<file path="config.mk">
export PLATFORM = sky130hd
export DESIGN_NAME = ads_frame_rdout
export DESIGN_NICKNAME = d
export VERILOG_FILES = /design/src/rtl/ads_pkg.sv /design/src/rtl/ads_shift_rx.sv /design/src/rtl/ads_frame_rdout.sv
export SDC_FILE = /design/constraint.sdc
export NUM_CORES = 1
export LEC_CHECK = 0
export BUFFER_PORTS_ARGS = -buffer_cell sky130_fd_sc_hd__buf_4
export CAP_MARGIN = 20
export CORE_UTILIZATION = 57
export DETAILED_ROUTE_END_ITERATION = 10
export PLACE_DENSITY = 0.76
export SETUP_SLACK_MARGIN = 0.4
export SYNTH_ARGS = -nofsm -noshare
export SYNTH_HDL_FRONTEND = slang
export SYNTH_SLANG_ARGS = --single-unit
</file>
<file path="constraint.sdc">
create_clock -name CLK_100M -period 2.9 [get_ports CLK_100M]
set_input_delay 0.58 -clock CLK_100M [delete_from_list [all_inputs] [get_ports CLK_100M]]
set_output_delay 0.58 -clock CLK_100M [all_outputs]
set_load 0.05 [all_outputs]
</file>
<file path="src/rtl/ads_pkg.sv">
// Shared definitions for the ADS frame readout block.
// Holds the readout FSM state encoding, the default parameter values and a
// small constant helper used to size counters.
package ads_pkg;

  typedef enum logic [2:0] {
    S_IDLE,
    S_CONV,
    S_WAIT_BUSY,
    S_SHIFT,
    S_OUT,
    S_GAP,
    S_DONE
  } ads_state_e;

  localparam int unsigned DATA_W_DEF   = 16;
  localparam int unsigned CH_NUM_DEF   = 64;
  localparam int unsigned SCLK_DIV_DEF = 2;
  localparam int unsigned CONV_HI_DEF  = 4;
  localparam int unsigned BUSY_TO_DEF  = 256;
  localparam int unsigned CS_GAP_DEF   = 4;

  function automatic int unsigned max2(int unsigned a, int unsigned b);
    return (a > b) ? a : b;
  endfunction

endpackage

</file>
<file path="src/rtl/ads_shift_rx.sv">
// One serial lane deserialiser: shifts sdo_i in MSB first on each sample
// enable.
//   clk_i    : CLK_100M
//   rst_ni   : async active-low reset
//   smp_en_i : sample strobe (cycle in which ADS_CLK goes high)
//   sdo_i    : serial data from the ADC lane
//   data_o   : current shift register contents
module ads_shift_rx #(
  parameter int unsigned DATA_W = 16
) (
  input  logic              clk_i,
  input  logic              rst_ni,
  input  logic              smp_en_i,
  input  logic              sdo_i,
  output logic [DATA_W-1:0] data_o
);

  logic [DATA_W-1:0] sh_q;

  always_ff @(posedge clk_i or negedge rst_ni) begin
    if (!rst_ni)       sh_q <= '0;
    else if (smp_en_i) sh_q <= {sh_q[DATA_W-2:0], sdo_i};
  end

  assign data_o = sh_q;

endmodule

</file>
<file path="src/rtl/ads_frame_rdout.sv">
// Frame readout controller for a serial ADS-type ADC.
// On FRM_START, runs CH_NUM conversions: CONVST pulse, wait for BUSY to rise
// and fall, clock DATA_W bits out of one or two SDO lanes, present the sample
// on DOUT_*, then hold CS_N high for a gap before the next channel.
//   CLK_100M / CLK_RST     : clock / async active-low reset
//   FRM_START, LANE_MODE   : frame start pulse, lane select (latched at start)
//   ADS_CONVST, ADS_BUSY   : conversion control / status (BUSY asynchronous)
//   ADS_CS_N, ADS_CLK      : serial port chip select / clock (idles high)
//   ADS_SDOA, ADS_SDOB     : serial data lanes
//   DOUT_A/B/CH, DOUT_VALID: deserialised sample, channel, valid pulse
//   FRM_BUSY, FRM_DONE     : frame in progress / end-of-frame pulse
//   BUSY_ERR               : BUSY timeout pulse
module ads_frame_rdout
  import ads_pkg::*;
#(
  parameter int unsigned DATA_W   = DATA_W_DEF,
  parameter int unsigned CH_NUM   = CH_NUM_DEF,
  parameter int unsigned SCLK_DIV = SCLK_DIV_DEF,
  parameter int unsigned CONV_HI  = CONV_HI_DEF,
  parameter int unsigned BUSY_TO  = BUSY_TO_DEF,
  parameter int unsigned CS_GAP   = CS_GAP_DEF,
  localparam int unsigned CH_W    = (CH_NUM > 1) ? $clog2(CH_NUM) : 1
) (
  input  logic              CLK_100M,
  input  logic              CLK_RST,
  input  logic              FRM_START,
  input  logic              LANE_MODE,
  output logic              ADS_CONVST,
  input  logic              ADS_BUSY,
  output logic              ADS_CS_N,
  output logic              ADS_CLK,
  input  logic              ADS_SDOA,
  input  logic              ADS_SDOB,
  output logic [DATA_W-1:0] DOUT_A,
  output logic [DATA_W-1:0] DOUT_B,
  output logic [CH_W-1:0]   DOUT_CH,
  output logic              DOUT_VALID,
  output logic              FRM_BUSY,
  output logic              FRM_DONE,
  output logic              BUSY_ERR
);

  localparam int unsigned CNT_W =
    $clog2(max2(max2(SCLK_DIV, CONV_HI), max2(BUSY_TO, CS_GAP)) + 1);
  localparam int unsigned BIT_W = $clog2(DATA_W + 1);

  ads_state_e        state_q, state_d;
  logic [CNT_W-1:0]  cnt_q, cnt_d;
  logic [CH_W-1:0]   ch_q, ch_d;
  logic [BIT_W-1:0]  bit_q, bit_d;
  logic              mode_q, mode_d;
  logic              seen_q, seen_d;
  logic              sclk_q, sclk_d;
  logic              err_q, err_d;
  logic [1:0]        bsync_q;
  logic [DATA_W-1:0] dout_a_q, dout_b_q;
  logic [CH_W-1:0]   dout_ch_q;
  logic              vld_q;
  logic              smp_en;
  logic              busy_s;
  logic [DATA_W-1:0] sh_a, sh_b;

  assign busy_s = bsync_q[1];

  always_comb begin
    state_d = state_q;
    cnt_d   = cnt_q;
    ch_d    = ch_q;
    bit_d   = bit_q;
    mode_d  = mode_q;
    seen_d  = seen_q;
    sclk_d  = sclk_q;
    err_d   = 1'b0;
    smp_en  = 1'b0;
    case (state_q)
      S_IDLE: if (FRM_START) begin
        state_d = S_CONV;
        ch_d    = '0;
        mode_d  = LANE_MODE;
        cnt_d   = '0;
      end
      S_CONV: if (cnt_q == CNT_W'(CONV_HI - 1)) begin
        state_d = S_WAIT_BUSY;
        cnt_d   = '0;
        seen_d  = 1'b0;
      end else cnt_d = cnt_q + 1'b1;
      // Level-tracked: a BUSY that already rose during CONV still counts.
      S_WAIT_BUSY: begin
        if (seen_q && !busy_s) begin
          state_d = S_SHIFT;
          cnt_d   = '0;
          bit_d   = '0;
          sclk_d  = 1'b1;
        end else if (cnt_q >= CNT_W'(BUSY_TO - 1)) begin
          state_d = S_GAP;
          cnt_d   = '0;
          err_d   = 1'b1;
        end else begin
          cnt_d = cnt_q + 1'b1;
          if (busy_s) seen_d = 1'b1;
        end
      end
      // Sample on the low-to-high toggle; the last rising edge leaves the
      // clock high, so it is already idle when SHIFT ends.
      S_SHIFT: if (cnt_q == CNT_W'(SCLK_DIV - 1)) begin
        cnt_d  = '0;
        sclk_d = !sclk_q;
        if (!sclk_q) begin
          smp_en = 1'b1;
          bit_d  = bit_q + 1'b1;
          if (bit_q == BIT_W'(DATA_W - 1)) state_d = S_OUT;
        end
      end else cnt_d = cnt_q + 1'b1;
      S_OUT: begin
        state_d = S_GAP;
        cnt_d   = '0;
      end
      S_GAP: if (cnt_q == CNT_W'(CS_GAP - 1)) begin
        cnt_d = '0;
        if (ch_q == CH_W'(CH_NUM - 1)) state_d = S_DONE;
        else begin
          ch_d    = ch_q + 1'b1;
          state_d = S_CONV;
        end
      end else cnt_d = cnt_q + 1'b1;
      S_DONE:  state_d = S_IDLE;
      default: state_d = S_IDLE;
    endcase
  end

  always_ff @(posedge CLK_100M or negedge CLK_RST) begin
    if (!CLK_RST) begin
      state_q   <= S_IDLE;
      cnt_q     <= '0;
      ch_q      <= '0;
      bit_q     <= '0;
      mode_q    <= 1'b0;
      seen_q    <= 1'b0;
      sclk_q    <= 1'b1;
      err_q     <= 1'b0;
      bsync_q   <= '0;
      dout_a_q  <= '0;
      dout_b_q  <= '0;
      dout_ch_q <= '0;
      vld_q     <= 1'b0;
    end else begin
      state_q <= state_d;
      cnt_q   <= cnt_d;
      ch_q    <= ch_d;
      bit_q   <= bit_d;
      mode_q  <= mode_d;
      seen_q  <= seen_d;
      sclk_q  <= sclk_d;
      err_q   <= err_d;
      bsync_q <= {bsync_q[0], ADS_BUSY};
      vld_q   <= (state_q == S_OUT);
      if (state_q == S_OUT) begin
        dout_a_q  <= sh_a;
        dout_b_q  <= mode_q ? sh_b : '0;
        dout_ch_q <= ch_q;
      end
    end
  end

  ads_shift_rx #(.DATA_W(DATA_W)) u_rx_a (
    .clk_i(CLK_100M), .rst_ni(CLK_RST), .smp_en_i(smp_en), .sdo_i(ADS_SDOA), .data_o(sh_a)
  );
  ads_shift_rx #(.DATA_W(DATA_W)) u_rx_b (
    .clk_i(CLK_100M), .rst_ni(CLK_RST), .smp_en_i(smp_en), .sdo_i(ADS_SDOB), .data_o(sh_b)
  );

  assign ADS_CONVST = (state_q == S_CONV);
  assign ADS_CS_N   = !((state_q == S_SHIFT) || (state_q == S_OUT));
  assign ADS_CLK    = sclk_q;
  assign DOUT_A     = dout_a_q;
  assign DOUT_B     = dout_b_q;
  assign DOUT_CH    = dout_ch_q;
  assign DOUT_VALID = vld_q;
  assign FRM_BUSY   = (state_q != S_IDLE) && (state_q != S_DONE);
  assign FRM_DONE   = (state_q == S_DONE);
  assign BUSY_ERR   = err_q;

endmodule

</file>
==> metrics.md, run 1 <==
| Metric | Value |
|---|---|
| Number of antenna violations at the first check in global routing | `0` |
| Vias per std cell | `5.44` |
| Hpwl dp | `5.40 mm` |
| CTS tree | `done` |
| Max VDD drop | `562 uV` |
| Core area | `7250 um^2` |
| Pleak | `2.67 nW` |
| Avg Inst Size Synth | `10.7 um^2` |
| Max cap viols | `0` |
| Final Hold Fails | `0` |
| Fmax | `0.434 GHz` |
| Cell count after synthesis | `399` |
| Number of synthesized flops with an enable pin | `0` |
| Worst clock skew | `16.2 ps` |
| H-tree Lvls | `3` |
| Placed inst area | `4760 um^2` |
| Critical path arrival | `2600 ps` |
| Power Density | `808 nW/um^2` |
| Grt total ovfl | `0` |
| Ant. Diodes | `0` |
| Routability cong. | `0.820` |
| Total track usage | `22.9%` |
| Vias in the first global route | `2,787` |
| Mapped cell area | `4280 um^2` |
| Sequential-to-total area share from yosys stat | `58.5%` |
| Die area | `7860 um^2` |
| FF+latch count, synth | `100` |
| Period utilization | `79.4%` |
| Area Overhead vs Synth | `16.7%` |
| WL/cell | `15.0 um` |
| Layout Utilization | `68.8%` |
| Post-synth top flop | `dfrtp_1` |
| DRT Wirelength | `8.31 mm` |
| Pre-antenna DRT Iters | `4` |
| Crit Path Max Fanout | `15` |
| Syn nets | `412` |
| Max-slew violation count | `0` |
| Async S/R FF share, synth | `100%` |
| Min Tclk post-route | `2300 ps` |
| Clock Latency Late Sink | `370 ps` |
| Outcome | `finished, final reports clean` |
| Clk sinks | `100` |
| Total chip power | `4.03 mW` |
| Root buf cell | `clkbuf_8` |
| Count leader, synth | `nand2_1` |
| Filler Cells Inserted | `592` |
| # DRC | `0` |
| Initial DRC Count | `192` |
| Hold_ws | `180 ps` |
| Unrepaired setup endpoints after global routing | `false` |
| Layout cell share with drive strength beyond 1 | `25.1%` |
| Critical path capture point type | `flop` |
| Die Ht | `88.6 um` |
| NumNets Final | `462` |
| YS warnings | `0` |
| Cell taking the most area after synthesis | `dfrtp_1` |
| First-pass GRT wire length | `13.5 mm` |
| Slew headroom | `34.4%` |
| Final Setup Violations | `0` |
| CTS clk-pin slew, worst paths | `110 ps` |
| Port bufs | `51` |
| Fin area | `4990 um^2` |
| Largest cells by area after synthesis | `dfrtp_1 (58%), nand2_1 (9.7%), mux2_2 (7.6%)` |
| Vias | `3,010` |
| I/O pins | `52` |
| CTS Buf Count | `9` |
| Hold Path Class | `in2async` |
| Kind of critical path | `reg2reg` |
| Starting Density | `59.0%` |
| # rows | `31` |
| Hold-fix buffers, CTS | `0` |
| DRT antenna net count | `0` |
| DIE WIDTH | `88.6 um` |
| Pin count of the biggest net entering global routing | `61` |
| Crit path required time | `3200 ps` |
| Post-synth top area share | `57.9%` |
| Clock Tree Buf Depth | `2` |
| Tightest Pin Transition | `970 ps` |
| Synth cell count leaders | `nand2_1 (110), dfrtp_1 (99), mux2_2 (29), nand3_1 (23), o21ai_0 (15)` |
| Startpoint type of the worst setup path | `flop` |
| Setup TNS | `0 ps` |
| Synth unique cells | `46` |
-- final timing paths --
| path | slack (ps) | start | cells past startpoint | to |
|---|---|---|---|---|
| worst min register to register | 360 | bsync_q[0]$_DFF_PN0_ | 0 | bsync_q[1]$_DFF_PN0_ |
| max in group asynchronous | 2000 | CLK_RST | 2 | ADS_CLK$_DFFE_PN1P_ |
| worst max register to register | 600 | cnt_q[0]$_DFFE_PN0P_ | 9 | cnt_q[6]$_DFFE_PN0P_ |
| worst min-delay path | 180 | CLK_RST | 1 | DOUT_B[5]$_DFFE_PN0P_ |
| min in group CLK_100M | 320 | ADS_BUSY | 1 | bsync_q[0]$_DFF_PN0_ |
| worst max-delay path | 600 | cnt_q[0]$_DFFE_PN0P_ | 9 | cnt_q[6]$_DFFE_PN0P_ |
-- cells in the final DEF (no fill, tap or decap), drive strengths merged, types with 4 or more instances in the layout --
master,synthesis,final
dfrtp,99,99
nand3,24,24
clkbuf,9,9
buf,9,57
nor2,8,8
mux2,33,33
ha,6,6
nor3b,5,5
or3,7,7
a21oi,11,11
a22o,4,4
and3,6,6
inv,10,13
nor2b,4,4
o21ai,15,15
nand2,111,111
a21o,6,6
-- area by class of cell --
class	instances	area, um^2	area share (%)
clock buffer	9	124	2.48
multi-input combinational	271	1680	33.6
timing repair buffer	57	444	8.90
inverter	10	37.5	0.752
clock inverter	7	82.6	1.65
tap	99	124	2.48
sequential	100	2500	50.2
-- report_power, final --
part           internal [mW]  switching [mW]
clock network          0.414           0.513
logic                  0.451           0.859
registers               1.57           0.225
total                   2.44            1.60
-- state kept, by name (all words and copies together), names as in the netlist, 5 cells and up --
register       flops
DOUT_CH            6
ch_q               6
DOUT_A            16
DOUT_B            16
bit_q              5
u_rx_a.data_o     16
cnt_q              9
u_rx_b.data_o     16
-- through the flow --
stage                     setup WS, ps  instances
after floorplan                    543        399
after detailed placement           539        536
after CTS                          512        552
final                              597        553
after global routing               414        553
after global placement             609        536
-- critical path, stage by stage, from the launching register on --
cell	delay [ps]
dfrtp_1	420
ha_1	240
and3_1	220
and3_1	170
ha_1	200
a311oi_4	360
a211oi_4	150
buf_6	170
o21ai_0	170
a21o_1	130
-- kinds of logic (layout without fill, tap and decap cells) --
kind of cell    count (synthesis)  after routing  synth area share, %
compound gates                 48             48                 7.52
fa+ha+maj                       6              6                 1.75
buf+inv                        28             83                 2.78
flops                         100            100                 58.5
mux                            35             35                 9.24
simple gates                  182            182                 20.2
-- metal layers --
| metal | vias to the layer above | GRT usage [%] | wire, um |
|---|---|---|---|
| met3 | 10 | 3.82 | 324 |
| met5 | - | 0 | 0 |
| met2 | 62 | 35.1 | 3870 |
| met4 | 0 | 8.50 | 129 |
| met1 | 1488 | 33.2 | 3990 |
| li1 | 1450 | - | - |
-- what timing repair did --
item / CTS / global route
endpoints found under the setup margin: 0 / 6
setup buffers: 0 / 1
gates resized for setup: 0 / 3
No activity file was read; power rests on OpenSTA's default activity.
==> run 2, diff against run 1 <==
CORE_UTILIZATION = 52   (was 57)
PLACE_DENSITY = 0.73   (was 0.76)
clock period = 1.97 ns   (was 2.9 ns; I/O delays follow)
==> metrics.md, run 2 (synthesized netlist as in run 1, its figures left out) <==
| Metric | Value |
|---|---|
| DIE WIDTH | `92.7 um (+4.6%)` |
| Max incr delay on CP | `420 ps (about the same)` |
| Worst clock skew | `13.8 ps (-2.48 ps)` |
| Pleak | `3.00 nW (+12%)` |
| Area Overhead vs Synth | `35.0%` |
| CTS clk-pin slew, worst paths | `100 ps (about the same)` |
| Port bufs | `51 (unchanged)` |
| Tightest Pin Transition | `796 ps (-174 ps)` |
| Crit path required time | `2250 ps (-950 ps)` |
| R2R Setup Slk | `-180 ps (-780 ps)` |
| Layout cell share with drive strength beyond 1 | `40.8% (+16 points)` |
| Crit Path Max Fanout | `5 (-10)` |
| Die area | `8590 um^2 (+9.4%)` |
| Power Density | `1220 nW/um^2 (+52%)` |
| Starting Density | `54.5% (-4.5 points)` |
| Number of antenna violations at the first check in global routing | `0 (unchanged)` |
| # DRC | `0 (unchanged)` |
| Final Non-Filler Cells | `607 (+9.8%)` |
| Period utilization | `109% (+30 points)` |
| Hold_ws | `134 ps (-46.3 ps)` |
| Ant. Diodes | `0 (unchanged)` |
| NumNets Final | `513 (+11%)` |
| Fmax | `0.465 GHz (+7.1%)` |
| CTS Buf Count | `9 (unchanged)` |
| Cells along the critical path | `buf_4, inv_4, ha_4, nor4b_4, buf_4, nand3_4, a22o_4, or3_4, a21oi_2` |
| DP Cell Count | `572 (+6.7%)` |
| Hpwl dp | `5.97 mm (+11%)` |
| Fin area | `5780 um^2 (+16%)` |
| Min Tclk post-route | `2150 ps (-153 ps)` |
| Kind of critical path | `reg2reg` |
| Critical path capture point type | `flop` |
| Clock Tree Buf Depth | `2 (unchanged)` |
| Max VDD drop | `744 uV (+32%)` |
| WL/cell | `15.6 um (+4.1%)` |
| Clock Latency Late Sink | `360 ps (about the same)` |
| Root buf cell | `clkbuf_8` |
| Commonest non-fill, non-tap cell in the layout | `nand2_1` |
| Final Setup Violations | `52 (+52)` |
| H-tree Lvls | `3 (unchanged)` |
| Pre-antenna DRT Iters | `6 (+2)` |
| Cell family with most CP delay | `simple AND/OR/NAND/NOR gates` |
| Vias | `3,268 (+8.6%)` |
| Clk sinks | `100 (unchanged)` |
| Setup TNS | `-5360 ps (-5360 ps)` |
| Most frequent cells in the layout | `nand2_1 (110), dfrtp_1 (97), buf_4 (84)` |
| First-pass GRT wire length | `15.6 mm (+15%)` |
| Max-slew violation count | `0 (unchanged)` |
| Die Ht | `92.7 um (+4.6%)` |
| Initial DRC Count | `142 (-26%)` |
| Placed inst area | `5140 um^2 (+8.2%)` |
| Final setup margin | `-179 ps (-777 ps)` |
| I/O pins | `52 (unchanged)` |
| Hold Path Class | `in2reg` |
| Slew headroom | `46.9% (+13 points)` |
| Core area | `7850 um^2 (+8.2%)` |
| Critical path arrival | `2430 ps (-170 ps)` |
| Vias in the first global route | `3,330 (+19%)` |
| Total track usage | `23.1% (+0.23 points)` |
| Unrepaired setup endpoints after global routing | `true` |
| Failing checks | `negative setup slack` |
| Filler Cells Inserted | `531 (-10%)` |
| DRT antenna net count | `0 (unchanged)` |
| CP most frequent cell | `buf_4` |
| CTS tree | `done` |
| Vias per std cell | `5.38 (-1.1%)` |
| Routability cong. | `0.834 (+1.7%)` |
| CP max stage cell | `dfrtp_1` |
| # rows | `32 (+3.2%)` |
| Outcome | `complete, but fails checks` |
| Final Hold Fails | `0 (unchanged)` |
| Max cap viols | `0 (unchanged)` |
| Layout Utilization | `73.6% (+4.8 points)` |
| Startpoint type of the worst setup path | `flop` |
| Grt total ovfl | `0 (unchanged)` |
| Pin count of the biggest net entering global routing | `55 (-9.8%)` |
| DRT Wirelength | `9.50 mm (+14%)` |
| CP bufs+invs | `3 (+2)` |
==> run 2: cell count changes in the layout (fill, tap and decap cells not counted), moves of 4 or more <==
cell     change
buf_4       +29
buf_6       +13
o21ai_0      -8
mux2_4       +6
nor3b_1      -5
buf_12       +4
nor3b_2      +4
o21ai_1      +4
o21ai_2      +4
==> run 2: repair_timing <==
item	in CTS	in global routing
hold buffers	1	0
resized for setup	57	17
endpoints found under the setup margin	80	94
setup buffers	16	1
gates cloned	1	0
pin swaps	13	8
hold endpoints to repair	2	0
==> run 2: worst paths after layout <==
kind,start,endpoint,depth (start not counted)
max reg2reg,cnt_q[1]$_DFFE_PN0P_,bit_q[2]$_DFFE_PN0P_,9
max in group asynchronous,CLK_RST,ADS_CLK$_DFFE_PN1P_,3
min,ADS_BUSY,bsync_q[0]$_DFF_PN0_,1
max,cnt_q[1]$_DFFE_PN0P_,bit_q[2]$_DFFE_PN0P_,9
min in group asynchronous,CLK_RST,DOUT_B[14]$_DFFE_PN0P_,2
min reg2reg,bsync_q[0]$_DFF_PN0_,bsync_q[1]$_DFF_PN0_,0
==> run 2: metal layers <==
metal  vias to the layer above  global-route usage (%)  routed length, um
li1                       1563                       -                  -
met1                      1617                    31.8               4240
met2                        75                    38.7               4810
met3                        13                    3.12                286
met4                         0                    6.67                155
met5                         -                       0                  0
==> run 2: final cells by class <==
type / count / area [um^2] / share of cell area [%]
clock inverters: 6 / 56.3 / 0.975
inverters: 10 / 40.0 / 0.693
multi-input cells: 271 / 1950 / 33.7
flip-flops and latches: 100 / 2510 / 43.4
repair buffers: 108 / 971 / 16.8
well taps: 102 / 128 / 2.21
clock buffers: 10 / 128 / 2.21
==> run 2: where the power goes <==
group          total (mW)  leakage (nW)  switching [mW]  internal, mW
registers            2.59          1.37           0.275          2.31
clock network        1.23        0.0909           0.744         0.487
logic                3.25          1.54            1.75          1.50
total                7.07          3.00            2.77          4.30
==> run 2: through the flow <==
| step | power [mW] | setup WS [ps] |
|---|---|---|
| floorplan | 4.13 | -121 |
| global placement | 5.08 | -80.6 |
| detailed placement | 5.13 | -145 |
| CTS | 6.93 | -129 |
| global route | 7.42 | -255 |
| finish | 7.07 | -179 |
==> run 3, diff against run 2 <==
CORE_UTILIZATION = 49   (was 52)
PLACE_DENSITY = 0.7   (was 0.73)
SLEW_MARGIN = 20   (was default)
==> metrics.md, run 3 (synthesized netlist as in run 1, its figures left out) <==
| Metric | Value |
|---|---|
| Total chip power | `7.16 mW (+1.2%)` |
| Clock Latency Late Sink | `370 ps (about the same)` |
| Power Density | `1190 nW/um^2 (-2.9%)` |
| DRT Wirelength | `10.2 mm (+6.9%)` |
| Kind of critical path | `reg2reg` |
| Startpoint type of the worst setup path | `flop` |
| Ant. Diodes | `0 (unchanged)` |
| CTS clk-pin slew, worst paths | `100 ps (about the same)` |
| Min Tclk post-route | `2180 ps (+32.6 ps)` |
| CTS tree | `done` |
| Worst clock skew | `12.7 ps (-1.02 ps)` |
| Die area | `9110 um^2 (+6.0%)` |
| # rows | `33 (+3.1%)` |
| NumNets Final | `525 (+2.3%)` |
| Pleak | `3.10 nW (+3.6%)` |
| Crit path required time | `2220 ps (-30 ps)` |
| Total track usage | `22.7% (-0.49 points)` |
| Root buf cell | `clkbuf_8` |
| Pin count of the biggest net entering global routing | `101 (+84%)` |
| CTS Buf Count | `9 (unchanged)` |
| Vias in the first global route | `3,306 (-0.72%)` |
| Comb power frac | `46.5% (+0.5 points)` |
| Failing checks | `negative setup slack` |
| # DRC | `0 (unchanged)` |
| Vias | `3,375 (+3.3%)` |
| Final setup margin | `-212 ps (-32.6 ps)` |
| Number of antenna violations at the first check in global routing | `0 (unchanged)` |
| Max VDD drop | `783 uV (+5.3%)` |
| Hold Path Class | `in2async` |
| DIE WIDTH | `95.4 um (+3.0%)` |
| I/O pins | `52 (unchanged)` |
| Max-slew violation count | `0 (unchanged)` |
| Layout cell share with drive strength beyond 1 | `41.4% (+0.60 points)` |
| Core area | `8340 um^2 (+6.3%)` |
| Outcome | `complete, but fails checks` |
| Critical path capture point type | `flop` |
| Starting Density | `51.3% (-3.2 points)` |
| Critical path arrival | `2430 ps (about the same)` |
| Sequential power share | `35.9% (-0.7 points)` |
| Vias per std cell | `5.43 (+0.78%)` |
| Clk sinks | `100 (unchanged)` |
| Fmax | `0.458 GHz (-1.5%)` |
| DRT antenna net count | `0 (unchanged)` |
| Crit Path Max Fanout | `5 (unchanged)` |
| Pre-antenna DRT Iters | `4 (-2)` |
| Final Non-Filler Cells | `622 (+2.5%)` |
| First-pass GRT wire length | `15.7 mm (+0.79%)` |
| Switching Fraction | `38.8% (-0.35 points)` |
| Tightest Pin Transition | `625 ps (-171 ps)` |
| Period utilization | `111% (+1.7 points)` |
| Final Setup Violations | `51 (-1.9%)` |
| Final Hold Fails | `0 (unchanged)` |
| H-tree Lvls | `3 (unchanged)` |
| Die Ht | `95.4 um (+3.0%)` |
| Port bufs | `51 (unchanged)` |
| Routability cong. | `0.783 (-6.2%)` |
| Unrepaired setup endpoints after global routing | `true` |
| DP Cell Count | `575 (+0.52%)` |
| Initial DRC Count | `103 (-27%)` |
| WL/cell | `16.3 um (+4.3%)` |
| Most frequent cells in the layout | `nand2_1 (108), dfrtp_1 (96), buf_4 (85)` |
| Commonest non-fill, non-tap cell in the layout | `nand2_1` |
| Internal Power | `4.38 mW (+1.8%)` |
| Clock Tree Buf Depth | `2 (unchanged)` |
| Slew headroom | `58.3% (+11 points)` |
| Area Overhead vs Synth | `40.8%` |
| Grt total ovfl | `0 (unchanged)` |
| Hold-fix buffers, CTS | `0 (-1)` |
| Clock share of power | `17.6% (+0.2 points)` |
| Max cap viols | `0 (unchanged)` |
| Hpwl dp | `6.05 mm (+1.3%)` |
| Switch Pwr | `2.78 mW (+0.31%)` |
==> run 3: cell count changes in the layout (fill, tap and decap cells not counted), moves of 4 or more <==
cell / before / now
mux2_2: 26 / 2
o21ai_2: 4 / 0
o21ai_0: 7 / 11
buf_6: 14 / 20
mux2_4: 7 / 31
==> run 3: metal layers <==
metal / GRT usage [%] / vias up / routed length [um]
li1: - / 1586 / -
met1: 28.7 / 1701 / 4460
met2: 39.2 / 67 / 5190
met3: 4.23 / 21 / 290
met4: 7.09 / 0 / 213
met5: 0 / - / 0
==> run 3: final cells by class <==
class / count / area (um^2)
clock buffers: 10 / 138
clock inverters: 6 / 55.1
fillers: 571 / 2320
inverters: 10 / 40.0
multi-input cells: 271 / 2000
flip-flops and latches: 100 / 2510
well taps: 105 / 131
repair buffers: 120 / 1150
==> run 3: path summary, 6_finish.rpt <==
path / startpoint / endpoint / slack (ps) / cells past startpoint
max in group asynchronous: CLK_RST / cnt_q[2]$_DFFE_PN0P_ / 1460 / 2
max: cnt_q[0]$_DFFE_PN0P_ / ch_q[1]$_DFFE_PN0P_ / -210 / 9
max reg2reg: cnt_q[0]$_DFFE_PN0P_ / ch_q[1]$_DFFE_PN0P_ / -210 / 9
min in group CLK_100M: ADS_BUSY / bsync_q[0]$_DFF_PN0_ / 120 / 1
min reg2reg: bsync_q[0]$_DFF_PN0_ / bsync_q[1]$_DFF_PN0_ / 360 / 0
min: CLK_RST / cnt_q[8]$_DFFE_PN0P_ / 40 / 2
==> run 3: repair_timing <==
item,in CTS,in global routing
pin swaps,5,12
gates resized for setup,46,56
hold endpoints to repair,0,0
buffers inserted,17,8
endpoints found under the setup margin,91,77
cloned,4,2
==> run 3: power groups by stage <==
| stage | combinational (mW) | sequential [mW] | clock, mW |
|---|---|---|---|
| 2_1_floorplan | 1.28 | 2.85 | 0 |
| 3_3_place_gp | 2.30 | 2.60 | 0 |
| 3_5_place_dp | 2.34 | 2.61 | 0 |
| 4_1_cts | 2.79 | 2.57 | 1.29 |
| 5_1_grt | 3.53 | 2.61 | 1.38 |
| 6_report | 3.33 | 2.57 | 1.26 |
==> run 3: worst max-delay path, stage by stage, from the launching register on <==
cell and delay (ps):
dfrtp_1 400, ha_2 190, and3_4 170, and3_4 170, ha_4 160, a311oi_4 310
a211oi_2 150, buf_4 170, buf_8 130, a32o_1 210
==> run 3: per-stage QoR <==
| stage | util (%) | setup WS [ps] | hold WS [ps] | area, um^2 | setup TNS (ps) |
|---|---|---|---|---|---|
| 6_report | 72.2 | -212 | 41.3 | 6020 | -4790 |
| 5_1_grt | 72.2 | -315 | 101 | 6020 | -9370 |
| 4_1_cts | 67.9 | -111 | 93.6 | 5670 | -3690 |
| 3_5_place_dp | 61.4 | -157 | 339 | 5120 | -3250 |
| 3_3_place_gp | 61.4 | -87.6 | 334 | 5120 | -1700 |
| 2_1_floorplan | - | -121 | 98.4 | 4390 | -130 |
